$ cat config.mk
export PLATFORM = sky130hd
export DESIGN_NAME = fetch_unit
export DESIGN_NICKNAME = d
export VERILOG_FILES = /design/src/rtl/fetch_unit.sv
export SDC_FILE = /design/constraint.sdc
export NUM_CORES = 1
export LEC_CHECK = 0
export CORE_AREA = 2 2 160 123
export CTS_BUF_LIST = sky130_fd_sc_hd__clkbuf_4
export DETAILED_ROUTE_END_ITERATION = 7
export DIE_AREA = 0 0 162 125
export GPL_TIMING_DRIVEN = 0
export PLACE_DENSITY = 0.8
export SETUP_SLACK_MARGIN = 0.05
export SLEW_MARGIN = 20
export SYNTH_ARGS = -nofsm -noshare
export SYNTH_HDL_FRONTEND = slang
export SYNTH_SLANG_ARGS = --single-unit
$ cat constraint.sdc
create_clock -name clk -period 6.4 [get_ports clk]
set_input_delay 1.28 -clock clk [delete_from_list [all_inputs] [get_ports clk]]
set_output_delay 1.28 -clock clk [all_outputs]
set_load 0.02 [all_outputs]
$ cat src/rtl/fetch_unit.sv
// rtl/fetch_unit.sv - RV32 fetch stage: PC, 2-entry fetch queue, redirect flush
// Optional misaligned-redirect trap: define FETCH_MISALIGN_TRAP_EN.
module fetch_unit #(
    parameter logic [31:0] RESET_PC = 32'h0000_0000
) (
    input  logic        clk,
    input  logic        rst_n,
    output logic [31:0] imem_addr,
    input  logic [31:0] imem_rdata,
    input  logic        redirect_valid,
    input  logic [31:0] redirect_target,
    output logic        out_valid,
    input  logic        out_ready,
    output logic [31:0] out_instr,
    output logic [31:0] out_pc,
    output logic [31:0] out_pc_plus4,
    output logic        fetch_fault,
    output logic [31:0] fault_pc
);

    typedef enum logic {RUN, FAULT} state_t;

    state_t      state;
    logic [31:0] pc;
    logic [1:0]  count;
    logic [31:0] q_pc    [2];
    logic [31:0] q_instr [2];

    logic        pop;
    logic        push;
    logic        misaligned;
    logic [31:0] target_pc;

`ifdef FETCH_MISALIGN_TRAP_EN
    assign misaligned = |redirect_target[1:0];
    assign target_pc  = redirect_target;
`else
    assign misaligned = 1'b0;
    assign target_pc  = redirect_target & 32'hFFFF_FFFC;
`endif

    assign imem_addr    = pc;
    assign out_valid    = (state == RUN) && (count != 2'd0);
    assign pop          = out_valid && out_ready;
    assign push         = (state == RUN) && !redirect_valid && ((count != 2'd2) || pop);
    assign out_instr    = out_valid ? q_instr[0] : 32'h0;
    assign out_pc       = out_valid ? q_pc[0] : 32'h0;
    assign out_pc_plus4 = out_valid ? q_pc[0] + 32'd4 : 32'h0;

    always_ff @(posedge clk or negedge rst_n) begin
        if (!rst_n) begin
            state       <= RUN;
            pc          <= RESET_PC;
            count       <= 2'd0;
            fetch_fault <= 1'b0;
            fault_pc    <= 32'h0;
            for (int i = 0; i < 2; i++) begin
                q_pc[i]    <= 32'h0;
                q_instr[i] <= 32'h0;
            end
        end else begin
            case (state)
                RUN: begin
                    if (redirect_valid) begin
                        // Redirect wins over any handshake; whatever is left is discarded.
                        count <= 2'd0;
                        if (misaligned) begin
                            state       <= FAULT;
                            fetch_fault <= 1'b1;
                            fault_pc    <= redirect_target;
                        end else begin
                            pc <= target_pc;
                        end
                    end else begin
                        if (push)
                            pc <= pc + 32'd4;
                        case ({push, pop})
                            2'b10: begin
                                q_pc[count[0]]    <= pc;
                                q_instr[count[0]] <= imem_rdata;
                                count             <= count + 2'd1;
                            end
                            2'b01: begin
                                q_pc[0]    <= q_pc[1];
                                q_instr[0] <= q_instr[1];
                                count      <= count - 2'd1;
                            end
                            2'b11: begin
                                // Count stays; the new word lands behind the surviving entry.
                                if (count == 2'd1) begin
                                    q_pc[0]    <= pc;
                                    q_instr[0] <= imem_rdata;
                                end else begin
                                    q_pc[0]    <= q_pc[1];
                                    q_instr[0] <= q_instr[1];
                                    q_pc[1]    <= pc;
                                    q_instr[1] <= imem_rdata;
                                end
                            end
                            default: ;
                        endcase
                    end
                end
                FAULT: begin
                    count <= 2'd0;
                end
                default: state <= RUN;
            endcase
        end
    end

endmodule

=== Word-level counts from Yosys, hierarchy flattened ===
Cells that the tools add are included.

* Bits of input ports: 68
* Register bits after elaboration: 163
* Output and inout bits: 162
* Logic and storage cells: 58

* Add/subtract/negate cells: 4
* $lt $le $gt $ge: 2
* Reduce and logical (&&, ||, !) cells: 14
* Multiplexer cells: 21
* Equal/unequal tests: 7
* Bitwise gates (word level): 3

{| class="wikitable"
|+ Operators by type and width
! operator !! number
|-
| 32-bit 2-to-1 mux || 10
|-
| 32-bit one-hot mux with 3 select lines || 2
|-
| 64-bit bitwise mux || 2
|-
| 32-bit one-hot mux with 2 select lines || 2
|-
| 32-bit by 3-bit adder with 32-bit output (second input constant) || 2
|-
| 32-bit demux with 1-bit select || 1
|-
| 2-bit one-hot mux with 2 select lines || 2
|-
| 2-bit nonzero test || 3
|-
| 1-bit logical AND || 5
|-
| 2-bit by 1-bit == test with 1-bit output (second input constant) || 2
|-
| 2-bit == test (second input constant) || 2
|-
| 2-bit != test (second input constant) || 2
|-
| 4-bit by 2-bit != test with 1-bit output (second input constant) || 1
|-
| 4-bit AND reduction || 1
|-
| 3-bit AND reduction || 1
|-
| 3-bit nonzero test || 1
|-
| 2-bit by 1-bit adder with 2-bit output (second input constant) || 1
|-
| 2-bit >= comparator (second input constant) || 1
|-
| 2-bit by 1-bit < comparator with 1-bit output (second input constant) || 1
|-
| 2-bit 2-to-1 mux || 1
|-
| 1-bit NOT || 2
|-
| 1-bit NOT with 2-bit output || 1
|-
| 2-bit AND reduction || 1
|-
| 2-bit by 1-bit subtractor with 2-bit output (second input constant) || 1
|-
| 3 further kinds || 3
|}

=== Longest topological paths before layout ===
* Depth after elaboration: 9
* Depth in mapped cells: 8
* Gate-level depth less buffers: 6

=== Worst setup path after synthesis ===
OpenSTA, ideal clock, no wires.

* Kind: register -> output
* Start: reg q_pc[47] in the netlist's numbering
* End: out out_pc_plus4[24]
* Stages on the path, launching flop included: 6
* Buffers on the path: 1
* Setup slack: 3.240 ns
* Arrival time: 1.880 ns
* Data required time: 5.120 ns
* Cells stage by stage: dfrtp_1 > nand4_1 > or4_1 > buf_4 > or3_1 > a21oi_1

* Longest elaborated chain between the ends: 2

{| class="wikitable"
|+ RTL lines
! item !! line !! RTL
|-
| start: declaration || 26 || <nowiki>logic [31:0] q_pc [2];</nowiki>
|-
| start signal: indexed assignment || 79 || <nowiki>q_pc[count[0]] <= pc;</nowiki>
|-
| 32-bit by 3-bit adder with 32-bit output || 48 || <nowiki>assign out_pc_plus4 = out_valid ? q_pc[0] + 32'd4 : 32'h0;</nowiki>
|-
| 32-bit 2-to-1 mux || 48 ||
|-
| end: declaration || 16 || <nowiki>output logic [31:0] out_pc_plus4,</nowiki>
|}

Every way passes these cells.

=== Final worst setup path ===
* Start: reg count[0]
* End: out out_pc_plus4[12]

* Longest elaborated chain between the ends: 3

{| class="wikitable"
|+ RTL lines
! item !! line !! RTL
|-
| start: declaration || 25 || <nowiki>logic [1:0] count;</nowiki>
|-
| start signal: assignment || 81 || <nowiki>count <= count + 2'd1;</nowiki>
|-
| start signal: assignment || 86 || <nowiki>count <= count - 2'd1;</nowiki>
|-
| 2-bit nonzero test || 43 || <nowiki>assign out_valid = (state == RUN) && (count != 2'd0);</nowiki>
|-
| 1-bit logical AND || 43 ||
|-
| 32-bit 2-to-1 mux || 48 ||
|}

Every way passes these cells.

==> metrics.txt <==
hold slack final 523 ps; P per Cell Area 500 nW/µm²; largest net degree at the start of global routing 95; initial drt markers 825; kind of critical path register to output port; Final setup viols 0; max-slew violations 0; Worst-Margin Slew 1070 ps; register bit total from synthesis 157; Detail Route Antenna Nets 0; post-DP HPWL 18000 µm; setup TNS 0 ps; die area 20300 µm²; Post-Syn Area 8490 µm²; Rows 44; crit end category output port; Core Box Area 18800 µm²; layout cells sized above 1 15.1%; RSZ-0062 raised after global routing false; Period Utilization, post-route 76.6%; Post-synth EDFFs 0; Tot Pwr 5.62 mW; drt via density 5.46; CTS max path bufs 2; Area Overhead vs Synth 32.4%; Post-CTS Setup Bufs 0; H-tree depth 4; Resize count post-CTS 0; final hold vios 0; gr usage total 23.7%; outcome finished, final reports clean; type of element launching the critical path register; first-pass GRT wire length 37900 µm; CP max FO 10; Root Buffer clkbuf_4; post-layout util 59.7%; Routed WL 24400 µm; Synth area leaders dfrtp_1 46%, mux2_2 10%, a22oi_1 5.6%; Slew headroom 26.7%; GP Congestion 0.901; antenna violations before repair 2; Routed WL per cell 17.5 µm; LEAKAGE 4.58 nW; synth unique cells 50; worst setup margin 1500 ps; worst ir drop on vdd 243 µV; layout net count 1202; Die W 162 µm; GR Overflow Total 0; Synth warnings 0; Clock Sinks 157; Yosys top cell area share 46.3%; # diodes 0; WP data arrival 3620 ps; I/O Pins 230; CTS buffer count 17; Req. time, crit path 5120 ps; die height 125 µm; Final Skew 17.3 ps; CTS tree done; clk_lat worst skew 550 ps; sequential element share of the synthesized area 46.3%; Hold Crit Class register to register; clock period minus worst slack 4900 ps; port bufs 191; vias in the first global route 7013; initial core utilization 45.1%; top achievable clock speed 204 MHz; syn_area_per_cell 9.60 µm²; hold-fix buffers at CTS 0; Synth Instances 884; ys flop type dfrtp_1; Synth async-reset ratio 100%; MaxCap Viol Count 0; drt pass-1 iters 6; Post-route DRC 0; most frequent cells in the layout 190 x clkdlybuf4s50_1, 157 x dfrtp_1, 108 x nor2_1, 76 x mux2_2, 72 x a21oi_1; leading area contributor after synthesis dfrtp_1; vias 7615; worst slack at placement 2070 ps; clock transition at the registers of the reported paths 130 ps; leading cell type in the layout, fill and taps excluded clkdlybuf4s50_1
## per-stage QoR
stage,area [µm²],instances
finish,11200,1395
global route,11200,1395
CTS,11200,1395
detailed placement,10900,1363
global placement,10800,1362
floorplan,8620,918
## final cells by class
type / count / area [µm²]
clock buffer: 17 / 128
tap: 253 / 317
clock inverter: 15 / 235
buffer: 101 / 546
timing repair buffer: 192 / 1940
sequential: 157 / 3930
multi-input combinational: 645 / 4090
inverter: 15 / 56.3
fill: 1623 / 7590
## Yosys cell counts (8+ instances only)
cell,number
dfrtp_1,157
nor2_1,108
mux2_2,76
a21oi_1,72
nor2b_1,64
a22oi_1,63
clkbuf_1,41
nand2_1,40
buf_4,39
nand3_1,22
o21ai_0,20
nand4_1,18
buf_2,16
inv_1,14
nor3_1,14
xnor2_1,11
xor2_1,10
o311ai_0,9
a31oi_1,8
and4_1,8
## worst max-delay path: stages, from the launching register on
cell and delay, ps:
dfrtp_1 460, inv_1 130, ha_1 370, clkbuf_1 570, buf_1 470, clkbuf_1 420
nor2_1 120, clkdlybuf4s50_1 550
## path summary, 6_finish.rpt
path | start | endpoint | slack [ps] | cells past startpoint
hold / removal | q_pc[7]$_DFFE_PN0P_ | q_pc[7]$_DFFE_PN0P_ | 520 | 1
setup / recovery | count[0]$_DFFE_PN0P_ | out_pc_plus4[12] | 1500 | 7
max in group asynchronous | rst_n | imem_addr[25]$_DFFE_PN0N_ | 4920 | 2
setup reg to reg | count[0]$_DFFE_PN0P_ | q_instr[44]$_DFFE_PN0P_ | 3280 | 8
min in group asynchronous | rst_n | q_instr[37]$_DFFE_PN0P_ | 630 | 1
hold reg to reg | q_pc[7]$_DFFE_PN0P_ | q_pc[7]$_DFFE_PN0P_ | 520 | 1
## where the power goes
| part | switching (mW) | internal [mW] |
|---|---|---|
| logic | 1.69 | 1.41 |
| clock network | 0.379 | 0.356 |
| registers | 0.354 | 1.42 |
| total | 2.42 | 3.19 |
## state kept, by name, summed over array words and instances (netlist names)
name,cells
q_pc,61
imem_addr,30
count,2
q_instr,64
## metal layers
layer / GRT usage (%) / wire length, µm / vias up
li1: - / - / 3573
met1: 35.7 / 11400 / 3651
met2: 34.6 / 10600 / 363
met3: 5.74 / 2170 / 28
met4: 5.26 / 227 / 0
met5: 0 / 0 / -
## cell families (layout without fill, tap and decap cells)
logic type / count (synthesis) / in the layout / synth area share [%]
XOR/XNOR: 21 / 21 / 2.17
AND/OR/NAND/NOR: 308 / 308 / 18.4
adder cells (fa/ha/maj): 5 / 5 / 0.737
buffers and inverters: 116 / 340 / 7.09
multiplexers: 79 / 79 / 10.4
flip-flops: 157 / 157 / 46.3
other: 1 / 35 / 0.0442
AO/OA/AOI/OAI: 197 / 197 / 14.9
Power figures use the tool's default switching activity.
